`src/rtl/riscv_legacy_cpu_if.sv`:
```
// Observation bus of the single-cycle core: decode fields and datapath values for the
// instruction currently at pc.
interface riscv_legacy_cpu_if;
  logic        reg_we;
  logic        mem_we;
  logic [1:0]  imm_src;      // 0:I 1:S 2:B 3:J
  logic [2:0]  alu_ctrl;     // 0:ADD 1:SUB 2:AND 3:OR 5:SLT
  logic        alu_src;      // 0:rs2 1:immediate
  logic [1:0]  res_src;      // 0:ALU 1:memory 2:pc+4
  logic        pc_src;       // 0:pc+4 1:pc+imm
  logic [31:0] instr;
  logic [31:0] alu_out;
  logic [31:0] mem_rd_data;
  logic [31:0] mem_wd_data;
  logic [31:0] pc;

  modport master (
    output reg_we, mem_we, imm_src, alu_ctrl, alu_src, res_src, pc_src,
    output instr, alu_out, mem_rd_data, mem_wd_data, pc
  );

  modport slave (
    input reg_we, mem_we, imm_src, alu_ctrl, alu_src, res_src, pc_src,
    input instr, alu_out, mem_rd_data, mem_wd_data, pc
  );
endinterface

```
`src/rtl/riscv_legacy_cpu.sv`:
```
// Single-cycle RV32I subset core (lw/sw/addi-class/R-type/beq/jal) with instruction ROM
// taken from IMEM_INIT and a word-addressed data RAM.
module riscv_legacy_cpu #(
  parameter int unsigned INSTR_WORDS = 64,
  parameter int unsigned DATA_WORDS  = 64,
  parameter logic [31:0] IMEM_INIT [INSTR_WORDS] = '{default: 32'h0000_0013}
) (
  input logic                clk,
  input logic                rst_n,
  riscv_legacy_cpu_if.master bus
);

  localparam int unsigned IAW = $clog2(INSTR_WORDS);
  localparam int unsigned DAW = $clog2(DATA_WORDS);

  typedef enum logic [1:0] {ImmI = 2'd0, ImmS = 2'd1, ImmB = 2'd2, ImmJ = 2'd3} imm_src_e;
  typedef enum logic [2:0] {
    AluAdd = 3'd0, AluSub = 3'd1, AluAnd = 3'd2, AluOr = 3'd3, AluSlt = 3'd5
  } alu_op_e;
  typedef enum logic {SrcReg = 1'b0, SrcImm = 1'b1} alu_src_e;
  typedef enum logic [1:0] {ResAlu = 2'd0, ResMem = 2'd1, ResPc4 = 2'd2} res_src_e;
  typedef enum logic {PcPlus4 = 1'b0, PcTarget = 1'b1} pc_src_e;

  logic [31:0] pc_q, pc_d;
  logic [31:0] rf_q [32];
  logic [31:0] rf_d [32];
  logic [31:0] dmem_q [DATA_WORDS];

  logic [31:0] instr;
  logic [6:0]  opcode;
  logic [2:0]  funct3;
  logic [4:0]  rs1, rs2, rd;
  logic        reg_we, mem_we, branch, jump, zero;
  imm_src_e    imm_src;
  alu_op_e     alu_ctrl;
  alu_src_e    alu_src;
  res_src_e    res_src;
  pc_src_e     pc_src;
  logic [31:0] imm_ext, rd1, rd2, src_b, alu_res, rd_data, result, pc_plus4, pc_target;

  assign instr  = IMEM_INIT[pc_q[IAW+1:2]];
  assign opcode = instr[6:0];
  assign funct3 = instr[14:12];
  assign rd     = instr[11:7];
  assign rs1    = instr[19:15];
  assign rs2    = instr[24:20];

  always_comb begin
    reg_we   = 1'b0;
    mem_we   = 1'b0;
    branch   = 1'b0;
    jump     = 1'b0;
    imm_src  = ImmI;
    alu_src  = SrcReg;
    res_src  = ResAlu;
    alu_ctrl = AluAdd;
    case (opcode)
      7'b0000011: begin reg_we = 1'b1; alu_src = SrcImm; res_src = ResMem; end
      7'b0100011: begin mem_we = 1'b1; alu_src = SrcImm; imm_src = ImmS; end
      7'b0010011, 7'b0110011: begin
        reg_we  = 1'b1;
        alu_src = (opcode[5]) ? SrcReg : SrcImm;
        case (funct3)
          3'b000:  alu_ctrl = (opcode[5] && instr[30]) ? AluSub : AluAdd;
          3'b010:  alu_ctrl = AluSlt;
          3'b110:  alu_ctrl = AluOr;
          3'b111:  alu_ctrl = AluAnd;
          default: alu_ctrl = AluAdd;
        endcase
      end
      7'b1100011: begin branch = 1'b1; imm_src = ImmB; alu_ctrl = AluSub; end
      7'b1101111: begin reg_we = 1'b1; jump = 1'b1; imm_src = ImmJ; res_src = ResPc4; end
      default: ;
    endcase
  end

  always_comb begin
    unique case (imm_src)
      ImmI: imm_ext = {{20{instr[31]}}, instr[31:20]};
      ImmS: imm_ext = {{20{instr[31]}}, instr[31:25], instr[11:7]};
      ImmB: imm_ext = {{20{instr[31]}}, instr[7], instr[30:25], instr[11:8], 1'b0};
      ImmJ: imm_ext = {{12{instr[31]}}, instr[19:12], instr[20], instr[30:21], 1'b0};
    endcase
  end

  // x0 is forced to zero on read so it never depends on rf_q[0].
  assign rd1   = (rs1 == 5'd0) ? 32'd0 : rf_q[rs1];
  assign rd2   = (rs2 == 5'd0) ? 32'd0 : rf_q[rs2];
  assign src_b = (alu_src == SrcImm) ? imm_ext : rd2;

  always_comb begin
    case (alu_ctrl)
      AluSub:  alu_res = rd1 - src_b;
      AluAnd:  alu_res = rd1 & src_b;
      AluOr:   alu_res = rd1 | src_b;
      AluSlt:  alu_res = {31'd0, $signed(rd1) < $signed(src_b)};
      default: alu_res = rd1 + src_b;
    endcase
  end

  assign zero      = (alu_res == 32'd0);
  assign pc_src    = ((branch && zero) || jump) ? PcTarget : PcPlus4;
  assign pc_plus4  = pc_q + 32'd4;
  assign pc_target = pc_q + imm_ext;
  assign rd_data   = dmem_q[alu_res[DAW+1:2]];

  always_comb begin
    case (res_src)
      ResMem:  result = rd_data;
      ResPc4:  result = pc_plus4;
      default: result = alu_res;
    endcase
  end

  always_comb begin
    pc_d = (pc_src == PcTarget) ? pc_target : pc_plus4;
    rf_d = rf_q;
    if (reg_we && (rd != 5'd0)) rf_d[rd] = result;
  end

  always_ff @(posedge clk or negedge rst_n) begin
    if (!rst_n) begin
      pc_q <= '0;
      for (int i = 0; i < 32; i++) rf_q[i] <= '0;
    end else begin
      pc_q <= pc_d;
      rf_q <= rf_d;
    end
  end

  // Data RAM has no reset: contents survive rst_n.
  always_ff @(posedge clk) begin
    if (mem_we) dmem_q[alu_res[DAW+1:2]] <= rd2;
  end

  assign bus.reg_we      = reg_we;
  assign bus.mem_we      = mem_we;
  assign bus.imm_src     = imm_src;
  assign bus.alu_ctrl    = alu_ctrl;
  assign bus.alu_src     = alu_src;
  assign bus.res_src     = res_src;
  assign bus.pc_src      = pc_src;
  assign bus.instr       = instr;
  assign bus.alu_out     = alu_res;
  assign bus.mem_rd_data = rd_data;
  assign bus.mem_wd_data = rd2;
  assign bus.pc          = pc_q;

endmodule

```
`src/flat_wrapper.sv`:
```
// flat-port wrapper written by rule: the top's interface ports become plain ports
module riscv_legacy_cpu_flat 
#(
  parameter int unsigned INSTR_WORDS = 64,
  parameter int unsigned DATA_WORDS  = 64,
  parameter logic [31:0] IMEM_INIT [INSTR_WORDS] = '{default: 32'h0000_0013}
)
  (clk, rst_n, bus_reg_we, bus_mem_we, bus_imm_src, bus_alu_ctrl, bus_alu_src, bus_res_src, bus_pc_src, bus_instr, bus_alu_out, bus_mem_rd_data, bus_mem_wd_data, bus_pc);
  riscv_legacy_cpu_if bus_i ();
  input logic clk;
  input logic rst_n;
  output wire logic [$bits(bus_i.reg_we)-1:0] bus_reg_we;
  output wire logic [$bits(bus_i.mem_we)-1:0] bus_mem_we;
  output wire logic [$bits(bus_i.imm_src)-1:0] bus_imm_src;
  output wire logic [$bits(bus_i.alu_ctrl)-1:0] bus_alu_ctrl;
  output wire logic [$bits(bus_i.alu_src)-1:0] bus_alu_src;
  output wire logic [$bits(bus_i.res_src)-1:0] bus_res_src;
  output wire logic [$bits(bus_i.pc_src)-1:0] bus_pc_src;
  output wire logic [$bits(bus_i.instr)-1:0] bus_instr;
  output wire logic [$bits(bus_i.alu_out)-1:0] bus_alu_out;
  output wire logic [$bits(bus_i.mem_rd_data)-1:0] bus_mem_rd_data;
  output wire logic [$bits(bus_i.mem_wd_data)-1:0] bus_mem_wd_data;
  output wire logic [$bits(bus_i.pc)-1:0] bus_pc;
  assign bus_reg_we = bus_i.reg_we;
  assign bus_mem_we = bus_i.mem_we;
  assign bus_imm_src = bus_i.imm_src;
  assign bus_alu_ctrl = bus_i.alu_ctrl;
  assign bus_alu_src = bus_i.alu_src;
  assign bus_res_src = bus_i.res_src;
  assign bus_pc_src = bus_i.pc_src;
  assign bus_instr = bus_i.instr;
  assign bus_alu_out = bus_i.alu_out;
  assign bus_mem_rd_data = bus_i.mem_rd_data;
  assign bus_mem_wd_data = bus_i.mem_wd_data;
  assign bus_pc = bus_i.pc;
  riscv_legacy_cpu #(.INSTR_WORDS(INSTR_WORDS), .DATA_WORDS(DATA_WORDS), .IMEM_INIT(IMEM_INIT)) u_core (.clk(clk), .rst_n(rst_n), .bus(bus_i));
endmodule
```
`config.mk`:
```
export PLATFORM = sky130hd
export DESIGN_NAME = riscv_legacy_cpu_flat
export DESIGN_NICKNAME = d
export VERILOG_FILES = /design/src/rtl/riscv_legacy_cpu_if.sv /design/src/rtl/riscv_legacy_cpu.sv /design/src/flat_wrapper.sv
export SDC_FILE = /design/constraint.sdc
export NUM_CORES = 1
export LEC_CHECK = 0
export BUFFER_PORTS_ARGS = -buffer_cell sky130_fd_sc_hd__buf_2
export CORE_ASPECT_RATIO = 1.5
export CORE_MARGIN = 5
export CORE_UTILIZATION = 25
export DETAILED_ROUTE_END_ITERATION = 16
export PLACE_DENSITY = 0.55
export SYNTH_ARGS = -nofsm -noshare
export SYNTH_HDL_FRONTEND = slang
export SYNTH_SLANG_ARGS = --single-unit
```
`constraint.sdc`:
```
create_clock -name clk -period 1.55 [get_ports clk]
set_input_delay 0.2325 -clock clk [delete_from_list [all_inputs] [get_ports clk]]
set_output_delay 0.2325 -clock clk [all_outputs]
set_load 0.005 [all_outputs]
```
==> flow_results.org, run 1 <==
** GRT
- Global routing finished with a remaining overflow of 0.
- Entering global routing, the biggest net connects 31 pins.
- Overall fraction of global-route tracks in use :: 6.83%
- Vias in the first global route :: 1,234
- Antenna violations before repair :: 0
- The first global-routing pass estimated a little under 6000 um of wire.

** Final layout
- The final layout contains 307 nets.
- In the final layout, the share of cells above drive strength 1 is slightly above 20%.
- Measured on the finished design, the core utilization comes to between 20% and 30%.
- From synthesis to final layout, the design area changed by 5.03%.
- Post-Layout Inst Area :: about 2500 um^2
- Number of flip-flops under the largest register name :: 30
- The number of antenna diodes in the final layout is 0.

** Logic synthesis
- By area, the combinational part of the netlist is dominated by buffers and inverters.
- Xor-xnor portion of the synthesized cell area :: 10.4%
- After Yosys synthesis, and, or, nand and nor cells account for about an eighth of the synthesized area.
- Multiplexer share of the synthesized area :: 0%
- Sorting the synthesized cells by how often they occur yields 141 x buf_4, 30 x dfrtp_1, 23 x xnor2_1.
- Cell accounting for the most synthesized area :: buf_4
- Compound-cell area share of the yosys netlist :: 0%
- Sorting the synthesized cells by area gives the leading types as buf_4 45%, dfrtp_1 32%, xnor2_1 8.5%.
- Summing the sequential cell areas from Yosys gives 31.7% of the chip area.
- Yosys mapped a number of flops with a built-in enable equal to 0.
- buf_4 is the most common cell in the netlist.
- Synth Instances :: 250
- The number of different library cells used by synthesis comes to 18.
- Count of state elements after synthesis :: 30
- Most frequently used flop master after synthesis :: dfrtp_1
- Area of the mapped netlist :: between 2000 and 2500 um^2
- Portion of synthesized cell area occupied by the leading cell type :: 44.8%
- After synthesis, the mean cell area works out to 9.46 um^2.
- Of the total synthesized cell area, the portion taken by full adders, half adders and majority gates is less than 1%.
- Fraction of registers with async set/reset :: 100%
- For this run, the number of Yosys warnings is 0.

** STA
- TNS Setup :: 0 ns
- Setup repair after global routing missed its margin :: true
- Setup violations remaining at the end of the flow were counted as 0.
- Setup Skew :: 0.00269 ns
- Maximum clock frequency :: just under 700 MHz
- Fin Hold WS :: -0.00345 ns
- Final clock period utilization by the worst path :: 94.2%
- Final count of hold timing violations :: 9
- Counting I/O delays and the setup requirement, the final critical path takes 1.46 ns.
- The worst pin sits at a relative slew slack of 55.2%.
- Final-report max-slew violation count :: 0
- Actual slew at the worst max-slew pin :: 0.672 ns

** Routing
- In the final routed layout, each cell accounts on average for approximately 10 um.
- Number of nets with antenna violations after routing :: 0
- Initial DRC count :: 25
- For this run, design rule violations remaining after detail routing come to 0.
- Average via count per standard cell :: 3.32
- Summing over every cut layer, the via total after detailed routing is 1,384.
- The final layout contains routed wiring with a total length of 4240 um.
- Total iterations of the first detailed-routing run :: 3

** Placed design
- Cell area reported after detailed placement :: 2260 um^2
- Detailed placement finished with a half-perimeter wire length of between 3000 and 4000 um.
- Input and output buffers added on the ports amount to 31.
- The congestion estimate from routability-driven global placement came to 0.727.

** CTS
- Clock tree synthesis selected as its root buffer the cell clkbuf_16.
- For the worst-skew pair, the clock arrives at the later sink with an insertion delay of 0.27 ns.
- Inserted Clock Buffers :: 5
- TritonCTS sink count :: 30
- CTS built an H-tree with a depth of 2.
- TritonCTS built the clock tree.
- In this run the deepest clock path goes through 2 buffers.
- After clock tree synthesis, the clock-pin slew on the worst setup and hold paths is 0.05 ns.

** Floorplan
- DIE WIDTH :: 89.4 um
- Cell row count :: between 40 and 50
- The die is 129 um tall.
- The core region is 9250 um^2.
- Total die area :: 11,500 um^2
- 173 I/O pins were placed.
- The initial utilization of the core area, before any placement, comes to 25.6%.

** Worst setup path
- Arrival time at the worst endpoint :: 1.62 ns
- Launching element type of the critical path :: flop
- Worst setup EP type :: flop
- CP max FO :: 5
- Critical Setup Path Class :: reg2reg
- Required time of the critical path :: 1.71 ns

** Power and ir drop
- Leakage Power :: 1.44 nW
- Power Dens Cells :: 876 nW/um^2
- Worst VDD drop :: 379 uV

** Worst hold path
- Path category of the worst min-delay check :: in2async

** Outcome
- The final reports fail on hold timing.
- The run finished, with violations left.

** Job
- Max-cap violations in this run came to 0.
-- report_power, final --
part / switching (mW) / internal, mW / total [mW] / leakage, nW
Clock: 0.325 / 0.963 / 1.29 / 0.0971
Combinational: 0.101 / 0.000905 / 0.102 / 0.935
Sequential: 0 / 0.785 / 0.785 / 0.405
-- per-stage QoR --
| stage | std cells | hold WS, ns | total power [mW] | setup WS, ns |
|---|---|---|---|---|
| global placement | 408 | 0.305 | 0.888 | 0.0650 |
| finish | 417 | -0.00345 | 2.17 | 0.0893 |
| CTS | 416 | 0.0271 | 2.20 | 0.0216 |
| floorplan | 389 | -0.0631 | 1.13 | 0.00796 |
| detailed placement | 408 | 0.319 | 0.889 | 0.0327 |
| global route | 417 | 0.0562 | 2.27 | -0.0204 |
-- logic make-up (layout without fill, tap and decap cells) --
logic type,Yosys count,after routing
other cells,2,141
xor+xnor,28,28
flops,30,30
buf+inv,144,60
fa+ha+maj,1,1
simple gates,45,45
-- layout make-up --
cell class              count  area (um^2)
inverters                   3         11.3
flip-flops and latches     30          751
multi-input cells         215         1090
fillers                   983         6770
repair buffers             49          294
clock inverters             2         60.1
well taps                 112          140
clock buffers               6          139
-- critical path, stage by stage, from the launching register on --
cell and delay (ns):
dfrtp_1 0.35, ha_2 0.18, nand4_1 0.20, nor4_4 0.32, nand4_1 0.16, xnor2_1 0.14
-- layer usage --
layer  up-vias  wire length [um]  GRT usage (%)  part of all wire [%]
li1        634                 -              -                     -
met1       617              1340           7.33                    32
met2       129              2000           10.6                    47
met3         4               840           3.69                    20
met4         0                60           3.68                   1.4
met5         -                 0              0                     0
-- path summary, 6_finish.rpt --
check | slack (ns) | endpoint | depth (start not counted) | start
max in group asynchronous | 1.12 | u_core.bus.pc[27] | 1 | rst_n
worst max register to register | 0.09 | u_core.bus.pc[22] | 5 | u_core.bus.pc[2]
min in group clk | 0.48 | u_core.bus.pc[31] | 1 | u_core.bus.pc[31]
worst min register to register | 0.48 | u_core.bus.pc[31] | 1 | u_core.bus.pc[31]
worst max-delay path | 0.09 | u_core.bus.pc[22] | 5 | u_core.bus.pc[2]
worst min-delay path | -0.003 | u_core.bus.pc[19] | 1 | rst_n
-- timing repair --
item / in CTS / in global routing
hold buffers: 0 / 0
hold endpoints to repair: 0 / 0
endpoints found under the setup margin: 0 / 6
setup buffers: 0 / 1
resized for setup: 0 / 4
-- cells in the final DEF, fill, tap and decap left out --
cell / count
buf_2: 31
nand3_1: 12
nor4_2: 1
buf_4: 17
nor2_2: 1
ha_2: 1
nand2_1: 8
buf_6: 1
conb_1: 141
nor2_1: 3
and4_1: 4
nor4_4: 2
dfrtp_1: 30
nand4_1: 9
clkbuf_8: 1
inv_1: 2
bufinv_16: 2
clkbuf_16: 5
clkinv_1: 1
xnor2_1: 23
xor2_1: 5
nand4_4: 1
nor3_1: 1
and3_1: 3
Note: power is estimated with default switching activity, not from simulation.
==> run 2: changes to the inputs <==
Settings changed: GPL_ROUTABILITY_DRIVEN set to 0, PLACE_DENSITY 0.55 to 0.61.
==> run 2 against run 1 <==
  * The flow still finishes with violations (hold timing)
  * Final cell count stayed put
  * Core utilization fell by 0.54 points
  * Sequential power barely moved
  * Setup slack worse by 0.085 ns
  * Global-route usage up 0.33 points
  * First-iteration DRC count rose by 36%
  * Largest power group unchanged
==> flow_results.org, run 2 (synthesis results as in run 1) <==
** Power and ir drop
- The overall power after layout came to 1.85 mW (was 2.17 mW).
- The leakage component of the power was 1.42 nW (was 1.44 nW).
- The ratio of total power to cell area is 760 nW/um^2 (was 876 nW/um^2).
- Worst VDD drop :: 323 uV (was 379 uV)

** Final layout
- The area of the multi-input gates was 1090 um^2 (about the same).
- Post-Layout Inst Area :: 2430 um^2 (was 2480 um^2)
- Highest-count cells in the layout ignoring fill and taps: 141 x conb_1, 31 x buf_2, 30 x dfrtp_1 (unchanged).
- The number of antenna cells inserted was 0 (unchanged).
- The number of flip-flops in the largest register came to 30 (unchanged).
- The number of filler cells placed in the layout came to 970 (was 983).
- FF+latch area :: 751 um^2 (unchanged)
- Area Overhead vs Synth :: 2.91% (was 5.03%)
- The most frequent standard cell in the layout excluding fill and tap cells was conb_1 (unchanged).
- Post-layout nets :: 307 (unchanged)
- The final cell count without fillers is 417 (unchanged).
- The proportion of layout cells with a drive suffix above 1 was 20.3% (was 20.7%).

** GRT
- The number of global-route vias before repair was 1,271 (was 1,234).
- Largest net degree at the start of global routing :: 31 (unchanged)
- The overall track demand over capacity in global routing came to 7.16% (was 6.83%).
- The wire length of the first global-routing pass is 6320 um (was 5870 um).
- The total grt overflow was 0 (unchanged).
- Antenna violations before repair :: 0 (unchanged)

** Worst setup path
- The critical path capture point type is a flop (unchanged).
- The worst-path maximum fanout was 6 (was 5).
- The arrival time of the worst setup path was 1.71 ns (was 1.62 ns).
- The required time of the critical path is 1.71 ns (about the same).
- The nature of the critical path startpoint is a flop (unchanged).
- Cell with the largest stage delay on the worst path :: dfrtp_1 (unchanged)
- Crit-path cells: ha_2 > nand4_1 > nor2_1 > buf_4 > buf_4 > nand3_1 > xnor2_1 (was ha_2 > nand4_1 > nor4_4 > nand4_1 > xnor2_1).
- Worst path most repeated cell :: buf_4 (was nand4_1)
- The longest individual stage delay on the worst path is 0.35 ns (about the same).
- Critical Setup Path Class :: reg2reg (unchanged)

** STA
- The worst clock skew was 0.00560 ns (was 0.00269 ns).
- Minimum period implied by the final worst setup slack :: 1.55 ns (was 1.46 ns)
- Final-report max-slew violation count :: 0 (unchanged)
- Final count of hold timing violations :: 5 (was 9)
- The final worst slack is 0.00450 ns (was 0.0893 ns).
- Setup repair after global routing missed its margin: true (unchanged).
- Final setup violation count :: 0 (unchanged)
- The relative slew slack is 54.8% (was 55.2%).
- The worst-margin pin slew came to 0.679 ns (was 0.672 ns).
- Final clock period utilization by the worst path :: 99.7% (was 94.2%)
- The worst hold margin was -0.000460 ns (was -0.00345 ns).
- The timing-limited maximum frequency came to 647 MHz (was 685 MHz).

** Routing
- The number of antenna-violating nets in the routed design is 0 (unchanged).
- Average via count per standard cell :: 3.34 (was 3.32)
- The total DRC errors in the routed layout came to 0 (unchanged).
- Average routed wire per standard cell :: 10.4 um (was 10.2 um)
- The routed via count is 1,391 (was 1,384).
- The detailed router's first-iteration violation count is 34 (was 25).
- The first-pass iteration count of the detailed router was 4 (was 3).
- The total wirelength of the detailed-routed design was 4340 um (was 4240 um).

** Worst hold path
- Path category of the worst min-delay check :: in2async (unchanged)

** CTS
- The root buffer cell is clkbuf_16 (unchanged).
- The clock insertion delay at the later pin of the skew report is 0.27 ns (about the same).
- The clock tree from TritonCTS is built (unchanged).
- The count of H-tree levels built during CTS is 2 (unchanged).
- The maximum clock insertion buffer count came to 2 (unchanged).
- The number of clock sinks is 30 (unchanged).
- Reg clk slew, reported paths :: 0.05 ns (about the same)
- Post-cts hold buffer count :: 0 (unchanged)
- The number of clock buffers inserted by TritonCTS was 5 (unchanged).

** Outcome
- Violations in the final reports :: hold timing (unchanged)
- Run status :: complete, but fails checks (unchanged)

** Floorplan
- The floorplan row count is 43 (unchanged).
- The area of the die was 11,500 um^2 (unchanged).
- Floorplan core area :: 9250 um^2 (unchanged)
- Starting density of the core :: 25.6% (unchanged)
- The chip height is 129 um (unchanged).
- DIE WIDTH :: 89.4 um (unchanged)
- The number of top-level pins came to 173 (unchanged).

** Placed design
- The estimated wirelength of the detail-placed design is 3520 um (was 3550 um).
- Number of buffers added on ports :: 31 (unchanged)
- Worst setup slack after placement :: 0.0402 ns (was 0.0327 ns)
- Cell area reported after detailed placement :: 2260 um^2 (unchanged)
- The post-placement cell count is 408 (unchanged).

** Job
- Max cap viols :: 0 (unchanged)
-- run 2: final timing paths --
| check | endpoint | cells past startpoint | slack (ns) | start |
|---|---|---|---|---|
| worst max register to register | u_core.bus.pc[30] | 7 | 0.005 | u_core.bus.pc[3] |
| worst min-delay path | u_core.bus.pc[18] | 1 | -0.0005 | rst_n |
| worst max-delay path | u_core.bus.pc[30] | 7 | 0.005 | u_core.bus.pc[3] |
| max in group asynchronous | u_core.bus.pc[27] | 1 | 1.11 | rst_n |
| worst min register to register | u_core.bus.pc[31] | 1 | 0.46 | u_core.bus.pc[31] |
| min in group clk | u_core.bus.pc[31] | 1 | 0.46 | u_core.bus.pc[31] |
-- run 2: report_power, final --
| part | internal, mW | switching, mW | total [mW] |
|---|---|---|---|
| registers | 0.785 | 0 | 0.785 |
| logic | 0.000905 | 0.101 | 0.102 |
| clock network | 0.635 | 0.328 | 0.963 |
-- run 2: what timing repair did --
item                                    in CTS  in global routing
gates resized for setup                      0                  3
endpoints found under the setup margin       0                  6
setup buffers                                0                  1
-- run 2: routing by layer --
metal | vias to the layer above | routed length, um | track usage [%] | share of wire [%]
li1 | 624 | - | - | -
met1 | 627 | 1380 | 8.02 | 32
met2 | 134 | 2030 | 11.5 | 47
met3 | 6 | 848 | 3.31 | 20
met4 | 0 | 83 | 3.24 | 1.9
met5 | - | 0 | 0 | 0
-- run 2: area by class of cell --
cell class / instances / area share (%)
clock buffer: 7 / 5.86
clock inverter: 1 / 0.206
inverter: 3 / 0.463
multi-input combinational: 215 / 44.9
sequential: 30 / 30.8
tap: 112 / 5.76
timing repair buffer: 49 / 11.9
-- run 2: worst max-delay path, delay by kind of cell (launching register included) --
family	cells	cell delay (ns)
DFF	1	0.35
adders and majority gates	1	0.18
xor gates and xnor gates	1	0.13
buffers and inverters	2	0.28
and+or+nand+nor	3	0.50
-- run 2: through the flow --
stage / util, % / hold slack [ns] / TNS, ns
2_1_floorplan: - / -0.0631 / 0
5_1_grt: 26.3 / 0.0607 / -0.378
3_5_place_dp: 24.4 / 0.321 / 0
6_report: 26.3 / -0.000460 / 0
4_1_cts: 26.0 / 0.0284 / 0
3_3_place_gp: 24.4 / 0.307 / 0
